===== src/rtl/cordic_rotator_seq_pkg.sv =====
// Shared CORDIC definitions: arctangent table, guard-bit count, FSM states
// and output saturation. Usable by any later vectoring-mode CORDIC.
// Build option: CORDIC_GAIN_COMP_EN adds a third FSM state for gain scaling.
package cordic_rotator_seq_pkg;

    // Integer guard bits on the x/y datapath; CORDIC gain * sqrt(2) < 4
    localparam int unsigned GUARD_BITS = 2;

    // Fixed-point scale of the high-precision arctangent table below
    localparam int unsigned ATAN_SCALE_BITS = 24;

`ifdef CORDIC_GAIN_COMP_EN
    typedef enum logic [1:0] {
        ST_IDLE   = 2'd0,
        ST_ROTATE = 2'd1,
        ST_SCALE  = 2'd2
    } state_t;
`else
    typedef enum logic {
        ST_IDLE   = 1'b0,
        ST_ROTATE = 1'b1
    } state_t;
`endif

    // atan(2^-idx)/pi scaled by 2^24; beyond idx 8 atan(x) ~= x is exact enough
    function automatic int unsigned atan_hi(input int unsigned idx);
        case (idx)
            32'd0:   atan_hi = 32'd4194304;
            32'd1:   atan_hi = 32'd2476042;
            32'd2:   atan_hi = 32'd1308273;
            32'd3:   atan_hi = 32'd664099;
            32'd4:   atan_hi = 32'd333339;
            32'd5:   atan_hi = 32'd166832;
            32'd6:   atan_hi = 32'd83436;
            32'd7:   atan_hi = 32'd41721;
            32'd8:   atan_hi = 32'd20861;
            default: atan_hi = 32'd5340354 >> idx;
        endcase
    endfunction

    // round(atan(2^-idx)/pi * 2^n_frac), valid for n_frac < 24
    function automatic int unsigned atan_lut(input int unsigned idx, input int unsigned n_frac);
        int unsigned sh;
        sh = ATAN_SCALE_BITS - n_frac;
        atan_lut = (atan_hi(idx) + (32'd1 << (sh - 32'd1))) >> sh;
    endfunction

    // Clamp to the signed Q0.n_frac range [-2^n_frac, 2^n_frac-1]
    function automatic logic signed [31:0] saturate(input logic signed [31:0] v,
                                                    input int unsigned n_frac);
        logic signed [31:0] hi;
        logic signed [31:0] lo;
        hi = $signed((32'd1 << n_frac) - 32'd1);
        lo = -$signed(32'd1 << n_frac);
        if (v > hi) begin
            saturate = hi;
        end else if (v < lo) begin
            saturate = lo;
        end else begin
            saturate = v;
        end
    endfunction

endpackage


===== src/rtl/cordic_rotator_seq_quadrant_map.sv =====
// Combinational quadrant pre-rotation folding (x, y, z) into the +-pi/2 range
// so the micro-rotations only need to cover about +-0.55*pi.
module cordic_rotator_seq_quadrant_map
    import cordic_rotator_seq_pkg::*;
#(
    parameter int unsigned N_FRAC = 7
) (
    input  logic signed [N_FRAC:0]            x,
    input  logic signed [N_FRAC:0]            y,
    input  logic signed [N_FRAC:0]            z,
    output logic signed [N_FRAC+GUARD_BITS:0] x_map_c,
    output logic signed [N_FRAC+GUARD_BITS:0] y_map_c,
    output logic signed [N_FRAC:0]            z_map_c
);

    localparam int unsigned IW = N_FRAC + 1;
    localparam int unsigned W  = IW + GUARD_BITS;
    localparam logic signed [IW-1:0] HALF = IW'(32'd1 << (N_FRAC - 1));

    logic signed [W-1:0] x_ext;
    logic signed [W-1:0] y_ext;

    // Rotate by -+pi/2 when |z| >= 0.5, otherwise pass through
    always_comb begin
        x_ext   = {{GUARD_BITS{x[N_FRAC]}}, x};
        y_ext   = {{GUARD_BITS{y[N_FRAC]}}, y};
        x_map_c = x_ext;
        y_map_c = y_ext;
        z_map_c = z;
        case (z[N_FRAC -: 2])
            2'b01: begin
                x_map_c = -y_ext;
                y_map_c = x_ext;
                z_map_c = z - HALF;
            end
            2'b10: begin
                x_map_c = y_ext;
                y_map_c = -x_ext;
                z_map_c = z + HALF;
            end
            default: begin
            end
        endcase
    end

endmodule


===== src/rtl/cordic_rotator_seq.sv =====
// Iterative rotation-mode CORDIC: one micro-rotation per clock, quadrant
// pre-rotation for full +-pi coverage, saturated registered outputs.
// Build option: CORDIC_GAIN_COMP_EN adds one cycle scaling x/y by ~1/K.
module cordic_rotator_seq
    import cordic_rotator_seq_pkg::*;
#(
    parameter int unsigned N_FRAC = 7,
    parameter int unsigned N_ITER = 8
) (
    input  logic                 clk_i,
    input  logic                 rst_i,
    input  logic signed [N_FRAC:0] x_i,
    input  logic signed [N_FRAC:0] y_i,
    input  logic signed [N_FRAC:0] z_i,
    input  logic                 data_in_valid_strobe_i,
    output logic signed [N_FRAC:0] x_o,
    output logic signed [N_FRAC:0] y_o,
    output logic signed [N_FRAC:0] z_o,
    output logic                 data_out_valid_strobe_o,
    output logic                 busy_o
);

    localparam int unsigned IW = N_FRAC + 1;
    localparam int unsigned W  = IW + GUARD_BITS;
    localparam int unsigned CW = (N_ITER > 1) ? $clog2(N_ITER) : 1;
    localparam logic [CW-1:0] CNT_LAST = CW'(N_ITER - 1);

    state_t              state;
    state_t              state_next;
    logic [CW-1:0]       cnt;
    logic [CW-1:0]       cnt_next;
    logic signed [W-1:0] x_acc;
    logic signed [W-1:0] y_acc;
    logic signed [IW-1:0] z_acc;
    logic signed [W-1:0] x_acc_next;
    logic signed [W-1:0] y_acc_next;
    logic signed [IW-1:0] z_acc_next;
    logic signed [IW-1:0] x_o_next;
    logic signed [IW-1:0] y_o_next;
    logic signed [IW-1:0] z_o_next;
    logic                valid_next;
    logic                busy_next;

    logic signed [W-1:0] x_map;
    logic signed [W-1:0] y_map;
    logic signed [IW-1:0] z_map;
    logic signed [W-1:0] x_shift;
    logic signed [W-1:0] y_shift;
    logic signed [W-1:0] x_rot;
    logic signed [W-1:0] y_rot;
    logic signed [IW-1:0] atan_val;
    logic signed [IW-1:0] z_rot;
    logic signed [W-1:0] x_fin;
    logic signed [W-1:0] y_fin;
    logic signed [IW-1:0] z_fin;
    logic signed [IW-1:0] x_sat;
    logic signed [IW-1:0] y_sat;

    cordic_rotator_seq_quadrant_map #(
        .N_FRAC (N_FRAC)
    ) u_quadrant_map (
        .x       (x_i),
        .y       (y_i),
        .z       (z_i),
        .x_map_c (x_map),
        .y_map_c (y_map),
        .z_map_c (z_map)
    );

    // One micro-rotation: direction follows the sign of the residual angle
    always_comb begin
        x_shift  = x_acc >>> cnt;
        y_shift  = y_acc >>> cnt;
        atan_val = IW'(atan_lut(32'(cnt), N_FRAC));
        if (z_acc[IW-1] == 1'b0) begin
            x_rot = x_acc - y_shift;
            y_rot = y_acc + x_shift;
            z_rot = z_acc - atan_val;
        end else begin
            x_rot = x_acc + y_shift;
            y_rot = y_acc - x_shift;
            z_rot = z_acc + atan_val;
        end
    end

`ifdef CORDIC_GAIN_COMP_EN
    // Shift-add 1/K ~= 0.6074 applied to the finished vector
    always_comb begin
        x_fin = (x_acc >>> 1) + (x_acc >>> 3) - (x_acc >>> 6) - (x_acc >>> 9);
        y_fin = (y_acc >>> 1) + (y_acc >>> 3) - (y_acc >>> 6) - (y_acc >>> 9);
        z_fin = z_acc;
    end
`else
    // Result is taken straight from the last micro-rotation
    always_comb begin
        x_fin = x_rot;
        y_fin = y_rot;
        z_fin = z_rot;
    end
`endif

    // Clamp the guard-bit result into the output word
    always_comb begin
        x_sat = IW'(saturate(32'(x_fin), N_FRAC));
        y_sat = IW'(saturate(32'(y_fin), N_FRAC));
    end

    // Next-state and next-output logic
    always_comb begin
        state_next = state;
        cnt_next   = cnt;
        x_acc_next = x_acc;
        y_acc_next = y_acc;
        z_acc_next = z_acc;
        x_o_next   = x_o;
        y_o_next   = y_o;
        z_o_next   = z_o;
        valid_next = 1'b0;
        busy_next  = busy_o;
        case (state)
            ST_IDLE: begin
                if (data_in_valid_strobe_i) begin
                    x_acc_next = x_map;
                    y_acc_next = y_map;
                    z_acc_next = z_map;
                    cnt_next   = '0;
                    busy_next  = 1'b1;
                    state_next = ST_ROTATE;
                end
            end
            ST_ROTATE: begin
                x_acc_next = x_rot;
                y_acc_next = y_rot;
                z_acc_next = z_rot;
                cnt_next   = cnt + CW'(1);
                if (cnt == CNT_LAST) begin
`ifdef CORDIC_GAIN_COMP_EN
                    state_next = ST_SCALE;
`else
                    state_next = ST_IDLE;
                    busy_next  = 1'b0;
                    valid_next = 1'b1;
                    x_o_next   = x_sat;
                    y_o_next   = y_sat;
                    z_o_next   = z_fin;
`endif
                end
            end
`ifdef CORDIC_GAIN_COMP_EN
            ST_SCALE: begin
                state_next = ST_IDLE;
                busy_next  = 1'b0;
                valid_next = 1'b1;
                x_o_next   = x_sat;
                y_o_next   = y_sat;
                z_o_next   = z_fin;
            end
`endif
            default: begin
                state_next = ST_IDLE;
            end
        endcase
    end

    // State, datapath and output registers with synchronous reset
    always_ff @(posedge clk_i) begin
        if (rst_i) begin
            state                   <= ST_IDLE;
            cnt                     <= '0;
            x_acc                   <= '0;
            y_acc                   <= '0;
            z_acc                   <= '0;
            x_o                     <= '0;
            y_o                     <= '0;
            z_o                     <= '0;
            data_out_valid_strobe_o <= 1'b0;
            busy_o                  <= 1'b0;
        end else begin
            state                   <= state_next;
            cnt                     <= cnt_next;
            x_acc                   <= x_acc_next;
            y_acc                   <= y_acc_next;
            z_acc                   <= z_acc_next;
            x_o                     <= x_o_next;
            y_o                     <= y_o_next;
            z_o                     <= z_o_next;
            data_out_valid_strobe_o <= valid_next;
            busy_o                  <= busy_next;
        end
    end

endmodule

===== config.mk =====
export PLATFORM = sky130hd
export DESIGN_NAME = cordic_rotator_seq
export DESIGN_NICKNAME = d
export VERILOG_FILES = /design/src/rtl/cordic_rotator_seq_pkg.sv /design/src/rtl/cordic_rotator_seq_quadrant_map.sv /design/src/rtl/cordic_rotator_seq.sv
export SDC_FILE = /design/constraint.sdc
export NUM_CORES = 1
export LEC_CHECK = 0
export BUFFER_PORTS_ARGS = -buffer_cell sky130_fd_sc_hd__buf_4
export CORE_ASPECT_RATIO = 0.75
export CORE_UTILIZATION = 60
export DETAILED_ROUTE_END_ITERATION = 7
export PLACE_DENSITY_LB_ADDON = 0.1
export SLEW_MARGIN = 0
export SYNTH_ARGS = -nofsm -noshare
export SYNTH_HDL_FRONTEND = slang
export SYNTH_SLANG_ARGS = --single-unit

===== constraint.sdc =====
create_clock -name clk_i -period 11.24 [get_ports clk_i]
set_clock_uncertainty 0.2 [all_clocks]
set_input_delay 1.124 -clock clk_i [delete_from_list [all_inputs] [get_ports clk_i]]
set_output_delay 1.124 -clock clk_i [all_outputs]
set_load 0.02 [all_outputs]

After elaboration in Yosys (flattened, before gate mapping)

Memories as Yosys holds them, arrays and structs flattened. A register that Yosys moved wholly into a read port is not among the register bits.
Index checks and enable logic that the tools add are counted.

$lt $le $gt $ge: 4
Mux-type cells: 27
Shift operators: 2
Bitwise operators: 1
Add/subtract/negate cells: 12
Eq/ne operators: 5
Reduce and logical (&&, ||, !) cells: 3

Operator list:

| operator               | number |
|---|---|
| $pmux 10 s2            | 4 |
| $mux 8                 | 6 |
| $mux 10                | 4 |
| $pmux 8 s2             | 2 |
| $add 25x17->25 const B | 1 |
| $add 10x10->10         | 2 |
| $gt 10x8->1 const B    | 2 |
| $lt 10x8->1 const B    | 2 |
| $neg 8->10             | 2 |
| $sshr 10x3->10         | 2 |
| $sub 10x10->10         | 2 |
| $mux 3                 | 3 |
| $add 8x8->8            | 1 |
| $add 8x8->8 const B    | 1 |
| $sub 8x8->8            | 1 |
| $sub 8x8->8 const B    | 1 |
| $pmux 3 s2             | 1 |
| $mux 1                 | 5 |
| $pmux 1 s2             | 2 |
| $reduce_and 2->1       | 2 |
| $add 3x1->3 const B    | 1 |
| $eq 3x3->1 const B     | 1 |
| $eq 2x1->1 const B     | 1 |
| $eq 2x2->1 const B     | 1 |
| other kinds (4)        | 4 |

Flip-flop bits (word level): 58
Memories kept: 1
Memory bits (read-only): 184
Logic and storage cells: 65

Memories:

| name             | words | width | read ports | clocked after Yosys merged registers in | write ports | line                         | text |
|---|---|---|---|---|---|---|---|
| (name not given) | 8     | 23    | 1          | 1                                       | 0           | cordic_rotator_seq_pkg.sv:27 | `case (idx)` |

Longest topological paths before layout

Gate-level depths: netlist (run 1).

Word-level depth: 6
Mapped depth: 22
Depth with buffers taken out: 19

By module

Synthesis (run 1) repeated with hierarchy kept, for this count alone.

Cell total of the unflattened synthesis: 725
Area total of the unflattened synthesis: 5,885.6 µm²

By module, submodules not included:

| module                          | instances | seq. area each (µm²) | cells an instance | area each (µm²) |
|---|---|---|---|---|
| cordic_rotator_seq              | 1         | 1,301.2              | 594               | 5,058.6 |
| cordic_rotator_seq_quadrant_map | 1         | 0.0                  | 131               | 827.0 |

Worst setup path before layout (run 1)

Ideal clock, no wire load.

Path type: reg-to-reg
Start: register cnt[0]
End: register y_o[4]
Library setup time: 0.134 ns
Path slack: 6.986 ns
Arrival time: 3.920 ns
Buffers on the path: 3
Required time: 10.906 ns
Stages on the path, launching flop included: 17
Clock period less this slack: 4.254 ns
Cell sequence: dfxtp_1 buf_6 clkbuf_8 buf_4 mux4_2 o21ai_0 ha_1 o21ai_0 ha_1 nor2b_1 o31a_1 o211ai_1 a211oi_1 a211oi_1 xnor2_2 a21oi_2 a211oi_1

Longest elaborated chain between the ends: 6
Elaborated cells on any way between the ends: 10
Those cells by class: 2 x add/sub; 2 x order compare; 1 x eq/ne; 1 x shift; 3 x mux; 1 x reduce/logical

RTL lines:

| item                                             | line                                               | text |
|---|---|---|
| from (decl)                                      | cordic_rotator_seq.sv:30                           | `logic [CW-1:0] cnt;` |
| from (signal assigned)                           | cordic_rotator_seq.sv:180                          | `cnt <= cnt_next;` |
| $sshr 10x3->10                                   | cordic_rotator_seq.sv:72                           | `x_shift = x_acc >>> cnt;` |
| $add 10x10->10 or $sub 10x10->10 (tied branches) | cordic_rotator_seq.sv:77, cordic_rotator_seq.sv:81 |  |
| $mux 10                                          | cordic_rotator_seq.sv:75                           | `if (z_acc[IW-1] == 1'b0) begin` |
| $lt 10x8->1                                      | cordic_rotator_seq_pkg.sv:57                       | `end else if (v < lo) begin` |
| $mux 8                                           | cordic_rotator_seq_pkg.sv:57                       |  |
| $mux 8                                           | cordic_rotator_seq_pkg.sv:55                       | `if (v > hi) begin` |
| to (signal assigned)                             | cordic_rotator_seq.sv:185                          | `y_o <= y_o_next;` |
| to (decl)                                        | cordic_rotator_seq.sv:17                           | `output logic signed [N_FRAC:0] y_o,` |

Parallel ways exist; a longest one is shown, timed or not.
A chain may end at the register's enable or synchronous reset.

Worst setup path after layout (run 1)

Start: register cnt[2]
End: register x_o[4]

Longest elaborated chain between the ends: 6
Elaborated cells on any way between the ends: 10
Those cells by class: 2 x add/sub; 2 x order compare; 1 x eq/ne; 1 x shift; 3 x mux; 1 x reduce/logical

RTL lines:

| item                                             | line                                               | text |
|---|---|---|
| $sshr 10x3->10                                   | cordic_rotator_seq.sv:73                           | `y_shift = y_acc >>> cnt;` |
| $sub 10x10->10 or $add 10x10->10 (tied branches) | cordic_rotator_seq.sv:76, cordic_rotator_seq.sv:80 |  |
| $mux 10                                          | cordic_rotator_seq.sv:75                           |  |
| $lt 10x8->1                                      | cordic_rotator_seq_pkg.sv:57                       |  |
| $mux 8                                           | cordic_rotator_seq_pkg.sv:57                       |  |
| $mux 8                                           | cordic_rotator_seq_pkg.sv:55                       |  |
| to (signal assigned)                             | cordic_rotator_seq.sv:184                          | `x_o <= x_o_next;` |
| to (decl)                                        | cordic_rotator_seq.sv:16                           | `output logic signed [N_FRAC:0] x_o,` |

Parallel ways exist; a longest one is shown, timed or not.

==> flow_summary_export.csv, run 1 <==
group,metric,value,unit
clock_tree,cts_buffers,9,
clock_tree,cts.sinks,65,
detailed_routing,antenna_left,0,
worst_setup_path,rrSetupSlack,6.39,ns
worst_setup_path,arrival,4.89,ns
worst_setup_path,slowest_delay,0.90,ns
synth,syn-instance-count,729,
detailed_routing,firstDrtPassIters,5,
synth,syn_area_per_cell,8.065,µm²
clock_tree,ctsRootBufferMaster,"clkbuf_16",
grt,grt_start_max_net_pins,60,
synth,netlist_area,5879,µm²
grt,grt_pass1_vias,4937,
finish,drive_above_1_share,0.1321,
clock_tree,clk_pin_slew,0.06,ns
grt,use_met3,0.08166,
worst_setup_path,crit_buf_inv,1,
detailed_routing,drtIter0Drc,470,
die,io_pins,53,
timing,tightest_slew,1.108,ns
die,initial_core_util,0.6341,
timing,tns,0,ns
synth,yosysWarningCount,0,
finish,insertedDiodeCount,0,
worst_setup_path,slowest_stage,"dfxtp_1",
timing,rsz0062_at_grt,"false",
clock_tree,post-cts-setup-buffers,0,
synth,syn-num-nets,799,
grt,grtUsageTotal,0.3293,
die,dieArea,10200,µm²
run_status,status,"finished clean",
timing,slew_headroom,0.2615,
worst_setup_path,worstSetupPathType,"reg -> reg",
detailed_routing,wl_per_cell,18.31,µm
finish,final_cell_mix,"nor2_1 (92), dfxtp_1 (64), a21oi_1 (63)",
detailed_routing,vias,5577,
synth,synth_edf_count,0,
place,placed_area,6175,µm²
die,rows,30,
synth,seq_area_frac_synth,0.2213,
clock_tree,clockBufferDepth,2,
timing,max_freq,206.1,MHz
timing,slew_violations,0,
worst_setup_path,path_cells,"mux4_2 -> mux2_2 -> inv_1 -> ha_1 -> and2_1 -> a21oi_1 -> xnor2_1 -> ha_1 -> a21oi_1 -> o211ai_1 -> o31ai_1 -> xnor2_1 -> a31oi_1 -> mux2i_1 -> nand2_1 -> a311oi_1",
place,gp_congestion,0.9316,
timing,hold_viol,0,
timing,period_minus_slack,4.853,ns
finish,final_common_cell,"nor2_1",
synth,synth-seq-cells,65,
synth,yosysUniqueCellTypes,65,
die,fp.dieH,87.73,µm
power_and_ir_drop,pwr_density_cell,239.1,nW/µm²
worst_setup_path,critPathLaunchType,"register",
grt,grt_most_used_layer,"met2",
synth,async_flop_share,0,
finish,area_growth,9.513,%
place,dp_cells,869,
grt,grt_pass1_wl,25.50,mm
finish,final_cell_area,6439,µm²
detailed_routing,wirelength,16.20,mm
clock_tree,htreeDepth,3,
clock_tree,cts_tree,"yes",
finish,fin_nets,822,
worst_setup_path,crit_path_end_kind,"register",
die,die_x,116.3,µm
flow_run,maxCapViolCount,0,
detailed_routing,via_per_inst,6.302,
grt,grt.overflow.total,0,
power_and_ir_drop,p_leak,0.002638,µW
timing,period_share,0.4317,
die,coreArea,9271,µm²
clock_tree,hold_buffers,0,
worst_setup_path,crit_fanout,25,
power_and_ir_drop,ir_drop,113.6,µV
detailed_routing,drc,0,
grt,use_met1,0.4731,
grt,met2_usage,0.4836,
place,port-buffer-count,52,
finish,fin_cells,885,
worst_hold_path,hold_class,"reg -> reg",
synth,ys.flop_type,"dfxtp_1",
clock_tree,clock_latency,0.33,ns
worst_setup_path,crit_family,"compound AO/OA/AOI/OAI gates",
clock_tree,post_cts_resized,0,
grt,antenna_found_initial,0,
timing,finalSetupViolCount,0,
place,dp_hpwl,12.08,mm
worst_setup_path,worstPathRequired,11.27,ns
==> synth_stat cells (all sizes together) (17+ instances only) <==
| cell | n | area [µm²] |
|---|---|---|
| mux2i | 28 | 280.3 |
| inv | 32 | 120.1 |
| a21oi | 64 | 324.1 |
| nor2 | 92 | 345.3 |
| nand2 | 56 | 210.2 |
| o21ai | 44 | 220.2 |
| clkbuf | 34 | 217.7 |
| xnor2 | 35 | 321.6 |
| dfxtp | 65 | 1301 |
| a211oi | 28 | 210.2 |
| ha | 40 | 500.5 |
| nand2b | 17 | 106.4 |
==> cells by family after synthesis <==
| kind of cell | share of synthesized area |
|---|---|
| adder cells (fa/ha/maj) | 0.09534 |
| buffers and inverters | 0.06788 |
| XOR/XNOR | 0.07406 |
| AND/OR/NAND/NOR | 0.1868 |
| AO/OA/AOI/OAI | 0.2284 |
| flip-flops | 0.2213 |
| multiplexers | 0.1262 |
==> worst paths after layout <==
kind | depth (start not counted) | startpoint | endpoint
setup / recovery | 16 | cnt[2]$_SDFFE_PP0N_ | x_o[4]$_SDFFE_PP0P_
hold / removal | 2 | z_o[1]$_SDFFE_PP0P_ | z_o[1]$_SDFFE_PP0P_
setup reg to reg | 16 | cnt[2]$_SDFFE_PP0N_ | x_o[4]$_SDFFE_PP0P_
hold reg to reg | 2 | z_o[1]$_SDFFE_PP0P_ | z_o[1]$_SDFFE_PP0P_
==> power breakdown <==
| group | leakage [µW] | switching, µW | internal [µW] |
|---|---|---|---|
| clock | 0.000128 | 102 | 147 |
| combinational | 0.00198 | 568 | 389 |
| sequential | 0.000532 | 73.1 | 259 |
==> per-layer routing <==
metal / share of wire / wire length, µm
met1: 0.47 / 7664
met2: 0.42 / 6785
met3: 0.088 / 1426
met4: 0.020 / 325
met5: 0 / 0
==> layout make-up <==
| class | count | area (µm²) |
|---|---|---|
| Sequential cell | 65 | 1303 |
| Clock buffer | 10 | 229.0 |
| Inverter | 32 | 120.1 |
| Multi-Input combinational cell | 589 | 4179 |
| Timing Repair Buffer | 55 | 412.9 |
| Clock inverter | 6 | 35.03 |
| Tap cell | 128 | 160.2 |
| Fill cell | 789 | 2833 |
==> tightest hold or removal path: stages (launching register included) <==
cell and delay, ns:
dfxtp_1 0.31, nand2_1 0.05, a21oi_1 0.05
==> metrics by stage <==
step                power [µW]  setup slack (ns)    util  hold slack, ns
finish                    1539             6.387  0.6945          0.2650
global route              1642             6.069  0.6945          0.2852
CTS                       1513             6.479  0.6945          0.2679
detailed placement        1257             6.488  0.6660          0.2537
global placement          1230             6.648  0.6660          0.2494
floorplan                 1031             6.986       -          0.3318
No activity file was read; power rests on OpenSTA's default activity.
==> run 2, diff against run 1 <==
- ABC_AREA: not set -> 1
- CORE_UTILIZATION: 60 -> 55
- clock period: 11.24 -> 4.3 ns (I/O delays scaled with it)
==> run 2 against run 1 <==
  * Combinational power grew to 2.9 times the previous value
  * Largest power group unchanged
  * Critical path type unchanged
  * Non-clock buffer count is 6 higher
  * First-iteration DRC count up 16%
  * Fmax increased by 25%
  * Design area decreased by 1.5%
==> flow_summary_export.csv, run 2 <==
group,metric,value,unit
power_and_ir_drop,pwr_density_cell,695.1,nW/µm²
clock_tree,post-cts-setup-buffers,0,
finish,fin_cells,1061,
grt,grt.overflow.total,0,
clock_tree,hold_buffers,0,
worst_hold_path,hold-path-endpoint,"z_acc[0]$_SDFFE_PP0N_",
place,place_ws,0.5207,ns
place,dp_hpwl,13.16,mm
timing,max_freq,258.4,MHz
worst_setup_path,critPathLaunchType,"register",
synth,yosysUniqueCellTypes,38,
detailed_routing,firstDrtPassIters,5,
worst_setup_path,reg2reg_depth,21,
finish,area_growth,13.80,%
synth,syn-num-nets,957,
synth,async_flop_share,0,
detailed_routing,via_per_inst,5.720,
synth,yosysWarningCount,0,
die,io_pins,53,
grt,grtUsageTotal,0.3310,
grt,grt_pass1_wl,27.14,mm
detailed_routing,wirelength,17.09,mm
detailed_routing,vias,6069,
die,die_x,118.2,µm
die,fp.dieH,89.19,µm
finish,fin_nets,994,
clock_tree,ctsRootBufferMaster,"clkbuf_16",
die,rows,31,
synth,synth_top_cell_by_area,"dfxtp_1",
clock_tree,cts_tree,"yes",
grt,grt_start_max_net_pins,33,
synth,synth.most_common_cell,"nand2_1",
finish,final_common_cell,"nand2_1",
synth,synth_edf_count,0,
timing,fin_ws,0.4305,ns
grt,grt_pass1_vias,5316,
place,placed_area,6035,µm²
worst_hold_path,holdPathStages,5,
worst_setup_path,timing.rr.end,"x_o[4]$_SDFFE_PP0P_",
grt,antenna_found_initial,0,
timing,slew_violations,0,
worst_setup_path,crit_path_end_kind,"register",
place,dp_cells,1045,
clock_tree,clockBufferDepth,2,
clock_tree,clk_pin_slew,0.06,ns
flow_run,maxCapViolCount,0,
detailed_routing,drtIter0Drc,545,
timing,period_share,0.8999,
timing,slew_headroom,0.4893,
clock_tree,post_cts_resized,0,
detailed_routing,antenna_left,0,
finish,drive_above_1_share,0.1141,
finish,final_cell_mix,"nand2_1 (278), inv_1 (92), nand3_1 (75)",
timing,period_minus_slack,3.870,ns
place,gp_congestion,0.9269,
timing,tightest_slew,0.7614,ns
finish,utilization,0.6516,
die,dieArea,10550,µm²
timing,tns,0,ns
detailed_routing,wl_per_cell,16.11,µm
detailed_routing,drc,0,
worst_hold_path,hold_class,"in -> reg",
timing,finalSetupViolCount,0,
clock_tree,cts.sinks,65,
die,coreArea,9736,µm²
synth,netlist_area,5574,µm²
place,port-buffer-count,52,
synth,syn_area_per_cell,6.284,µm²
synth,syn-instance-count,887,
power_and_ir_drop,ir_drop,324.9,µV
worst_setup_path,rrSetupSlack,0.43,ns
run_status,status,"finished clean",
finish,fill_cells,878,
synth,synth_top_area_share,0.2334,
worst_setup_path,arrival,3.88,ns
power_and_ir_drop,p_leak,0.003225,µW
die,initial_core_util,0.5725,
synth,seq_area_frac_synth,0.2334,
synth,synth_area_leaders,"dfxtp_1 (23%), nand2_1 (19%), ha_1 (9.0%)",
worst_setup_path,worstPathRequired,4.32,ns
synth,synth-seq-cells,65,
finish,insertedDiodeCount,0,
worst_hold_path,worstHoldStart,"z_i[0]",
clock_tree,htreeDepth,3,
worst_setup_path,r2r_start,"cnt[1]$_SDFFE_PP0N_",
clock_tree,clock_latency,0.34,ns
synth,ys.flop_type,"dfxtp_1",
worst_setup_path,crit_fanout,18,
worst_setup_path,worstSetupPathType,"reg -> reg",
synth,yosys-top-cells-count,"nand2_1 (278), inv_1 (92), nand3_1 (75)",
timing,rsz0062_at_grt,"false",
finish,final_cell_area,6344,µm²
timing,hold_viol,0,
clock_tree,cts_buffers,9,
[run 2: worst max path at each step]
stage	startpoint	to	slack, ns
final	cnt[1]$_SDFFE_PP0N_	x_o[4]$_SDFFE_PP0P_	0.43
after global routing	cnt[1]$_SDFFE_PP0N_	x_o[1]$_SDFFE_PP0P_	0.14
after CTS	cnt[1]$_SDFFE_PP0N_	x_o[4]$_SDFFE_PP0P_	0.50
after detailed placement	cnt[1]$_SDFFE_PP0N_	x_o[4]$_SDFFE_PP0P_	0.52
after global placement	cnt[1]$_SDFFE_PP0N_	x_o[0]$_SDFFE_PP0P_	0.60
after floorplan	cnt[0]$_SDFFE_PP0N_	x_o[0]$_SDFFE_PP0P_	0.99
[run 2: report_power, final]
group / switching (µW) / total, µW / internal, µW
clock: 311 / 771 / 460
combinational: 1800 / 2790 / 991
sequential: 158 / 846 / 687
total: 2270 / 4410 / 2140
[run 2: area by class of cell]
class,count,area (µm²),share of cell area
Multi-Input combinational cell,689,3742,0.5899
Clock inverter,7,83.83,0.01321
Sequential cell,65,1301,0.2051
Tap cell,132,165.2,0.02604
Inverter,98,367.9,0.05799
Clock buffer,9,225.2,0.03550
Timing Repair Buffer,61,457.9,0.07219
[run 2: kinds of logic after synthesis]
| logic type | share of synthesized area |
|---|---|
| adders and majority gates | 0.1006 |
| buffers and inverters | 0.09562 |
| and+or+nand+nor | 0.3304 |
| AOI/OAI and AO/OA | 0.1692 |
| xor gates and xnor gates | 0.07071 |
| DFF | 0.2334 |
[run 2: per-stage QoR]
stage / hold slack [ns] / power (µW)
after global routing: 0.1804 / 4812
after CTS: 0.1651 / 4361
after global placement: 0.2576 / 3528
after floorplan: 0.2642 / 2915
final: 0.1734 / 4409
after detailed placement: 0.2630 / 3573
[run 2: per-layer routing]
layer	global-route usage	vias to the layer above	wire length (µm)
met5	0	-	0
met4	0.09324	0	286
met3	0.06760	27	1665
met2	0.4909	296	6970
met1	0.4829	2754	8168
li1	-	2992	-
[run 2: critical path, cell delays in order, from the launching register on]
cell     delay, ns
dfxtp_1       0.55
inv_2         0.23
nand3_1       0.16
nand2_1       0.06
nand2_1       0.07
nand2_2       0.07
ha_1          0.21
nor2_1        0.12
xor2_1        0.16
inv_1         0.06
ha_1          0.34
nand2_1       0.06
o21ai_0       0.34
nand4_1       0.15
nand2_1       0.12
xnor2_1       0.12
inv_1         0.08
or2_2         0.27
nand3_1       0.09
nand2_1       0.07
inv_2         0.15
a21oi_1       0.09
==> run 3, diff against run 2 <==
- ABC_CLOCK_PERIOD_IN_PS: not set -> 4300
- CELL_PAD_IN_SITES_DETAIL_PLACEMENT: not set -> 0
- CELL_PAD_IN_SITES_GLOBAL_PLACEMENT: not set -> 1
- CORE_UTILIZATION: 55 -> 39
==> run 3 against run 2 <==
  * Sequential share of layout area shrank 0.19 points
  * Non-clock buffer count grew 1
  * Largest power group unchanged
  * Cell count grew 4.1%
  * Sequential cell count is the same
==> flow_summary_export.csv, run 3 (synthesized netlist as in run 2, its figures left out) <==
group,metric,value,unit
finish,final_common_cell,"nand2_1",
finish,drive_above_1_share,0.1151,
timing,rsz0062_at_grt,"false",
die,die_x,140.0,µm
finish,insertedDiodeCount,0,
finish,area_growth,14.88,%
detailed_routing,antenna_left,0,
clock_tree,cts_buffers,9,
place,dp_hpwl,14.02,mm
place,gp_congestion,0.8545,
timing,slew_headroom,0.5155,
clock_tree,htreeDepth,3,
clock_tree,clk_pin_slew,0.07,ns
worst_hold_path,holdPathStages,3,
detailed_routing,firstDrtPassIters,5,
finish,fin_nets,995,
flow_run,maxCapViolCount,0,
grt,antenna_found_initial,0,
power_and_ir_drop,ir_drop,332.4,µV
clock_tree,cts_tree,"yes",
finish,final_cell_mix,"nand2_1 (278), inv_1 (92), nand3_1 (75)",
grt,grtUsageTotal,0.2534,
grt,grt_pass1_wl,29.04,mm
grt,grt.overflow.total,0,
worst_setup_path,critPathLaunchType,"register",
power_and_ir_drop,p_leak,0.003228,µW
timing,tightest_slew,0.7241,ns
worst_hold_path,hold-path-endpoint,"z_acc[3]$_SDFFE_PP0N_",
place,port-buffer-count,52,
worst_hold_path,worstHoldStart,"z_i[3]",
timing,period_share,0.8965,
clock_tree,ctsRootBufferMaster,"clkbuf_16",
detailed_routing,vias,5910,
worst_setup_path,worstSetupPathType,"reg -> reg",
die,io_pins,53,
worst_setup_path,crit_fanout,21,
grt,grt_start_max_net_pins,33,
finish,final_cell_area,6404,µm²
die,initial_core_util,0.4027,
place,placed_area,6096,µm²
clock_tree,post_cts_resized,0,
clock_tree,post-cts-setup-buffers,0,
worst_setup_path,timing.rr.end,"y_o[0]$_SDFFE_PP0P_",
die,dieArea,14780,µm²
timing,hold_viol,0,
detailed_routing,drtIter0Drc,472,
timing,tns,0,ns
worst_setup_path,rrSetupSlack,0.45,ns
detailed_routing,wl_per_cell,16.40,µm
run_status,status,"finished clean",
worst_setup_path,arrival,3.93,ns
worst_setup_path,reg2reg_depth,20,
worst_hold_path,hold_class,"in -> reg",
worst_setup_path,worstPathRequired,4.37,ns
clock_tree,clockBufferDepth,2,
timing,slew_violations,0,
power_and_ir_drop,pwr_density_cell,695.7,nW/µm²
die,rows,37,
timing,max_freq,259.4,MHz
die,coreArea,13840,µm²
die,fp.dieH,105.5,µm
worst_setup_path,r2r_start,"cnt[0]$_SDFFE_PP0N_",
grt,grt_pass1_vias,5480,
clock_tree,hold_buffers,0,
timing,finalSetupViolCount,0,
detailed_routing,wirelength,18.12,mm
clock_tree,clock_latency,0.34,ns
detailed_routing,via_per_inst,5.348,
clock_tree,cts.sinks,65,
timing,period_minus_slack,3.855,ns
worst_setup_path,crit_path_end_kind,"register",
detailed_routing,drc,0,
[run 3: cell types whose count changed in the layout (fill, tap and decap cells not counted)]
cell        change
clkinv_4        -1
buf_4           +1
clkinvlp_4      +1
[run 3: how the worst max path moves through the flow]
stage	from	endpoint	slack (ns)	depth (start not counted)
after floorplan	cnt[0]$_SDFFE_PP0N_	x_o[0]$_SDFFE_PP0P_	0.99	23
after global placement	cnt[0]$_SDFFE_PP0N_	y_o[4]$_SDFFE_PP0P_	0.61	20
after detailed placement	cnt[0]$_SDFFE_PP0N_	y_o[6]$_SDFFE_PP0P_	0.52	20
after CTS	cnt[0]$_SDFFE_PP0N_	y_o[0]$_SDFFE_PP0P_	0.51	20
after global routing	cnt[0]$_SDFFE_PP0N_	y_o[6]$_SDFFE_PP0P_	0.10	20
final	cnt[0]$_SDFFE_PP0N_	y_o[0]$_SDFFE_PP0P_	0.45	20
[run 3: power breakdown]
part | internal (µW) | total (µW) | switching, µW
Clock | 459 | 768 | 309
Sequential | 687 | 845 | 157
Combinational | 983 | 2840 | 1860
Total | 2130 | 4460 | 2330
[run 3: layout make-up]
cell class / count / area [µm²]
clock inverters: 7 / 82.58
clock buffers: 9 / 225.2
multi-input cells: 689 / 3742
inverters: 98 / 367.9
flip-flops and latches: 65 / 1301
well taps: 175 / 219.0
repair buffers: 62 / 465.4
fillers: 1467 / 7438
[run 3: metrics by stage]
| step | hold slack (ns) | total power [µW] | setup WS (ns) | util | std cells |
|---|---|---|---|---|---|
| 2_1_floorplan | 0.2642 | 2915 | 0.9859 | - | 887 |
| 3_3_place_gp | 0.2554 | 3622 | 0.6088 | 0.4404 | 1089 |
| 3_5_place_dp | 0.2627 | 3620 | 0.5247 | 0.4404 | 1089 |
| 4_1_cts | 0.1538 | 4420 | 0.5101 | 0.4626 | 1105 |
| 5_1_grt | 0.1905 | 4858 | 0.1022 | 0.4626 | 1105 |
| 6_report | 0.1647 | 4455 | 0.4451 | 0.4626 | 1105 |
[run 3: worst max-delay path, cell delays in order (launching register included)]
cell      delay [ns]
dfxtp_1         0.33
inv_2           0.30
nand2_1         0.13
nand2_1         0.11
nand2_1         0.06
nand3_1         0.09
nand2_2         0.10
ha_1            0.22
nor2_1          0.12
xor2_1          0.30
ha_1            0.35
a21o_1          0.22
nand3_1         0.07
nand2_1         0.08
a21oi_1         0.22
o21bai_1        0.14
xor2_1          0.26
nand2_1         0.10
nand3_2         0.16
nand2_1         0.09
a21oi_1         0.15
[run 3: routing by layer]
metal  track usage  part of all wire  vias up
li1              -                 -     2984
met1        0.3915              0.54     2744
met2        0.3582              0.39      163
met3       0.03771             0.052       19
met4       0.06436             0.012        0
met5             0                 0        -
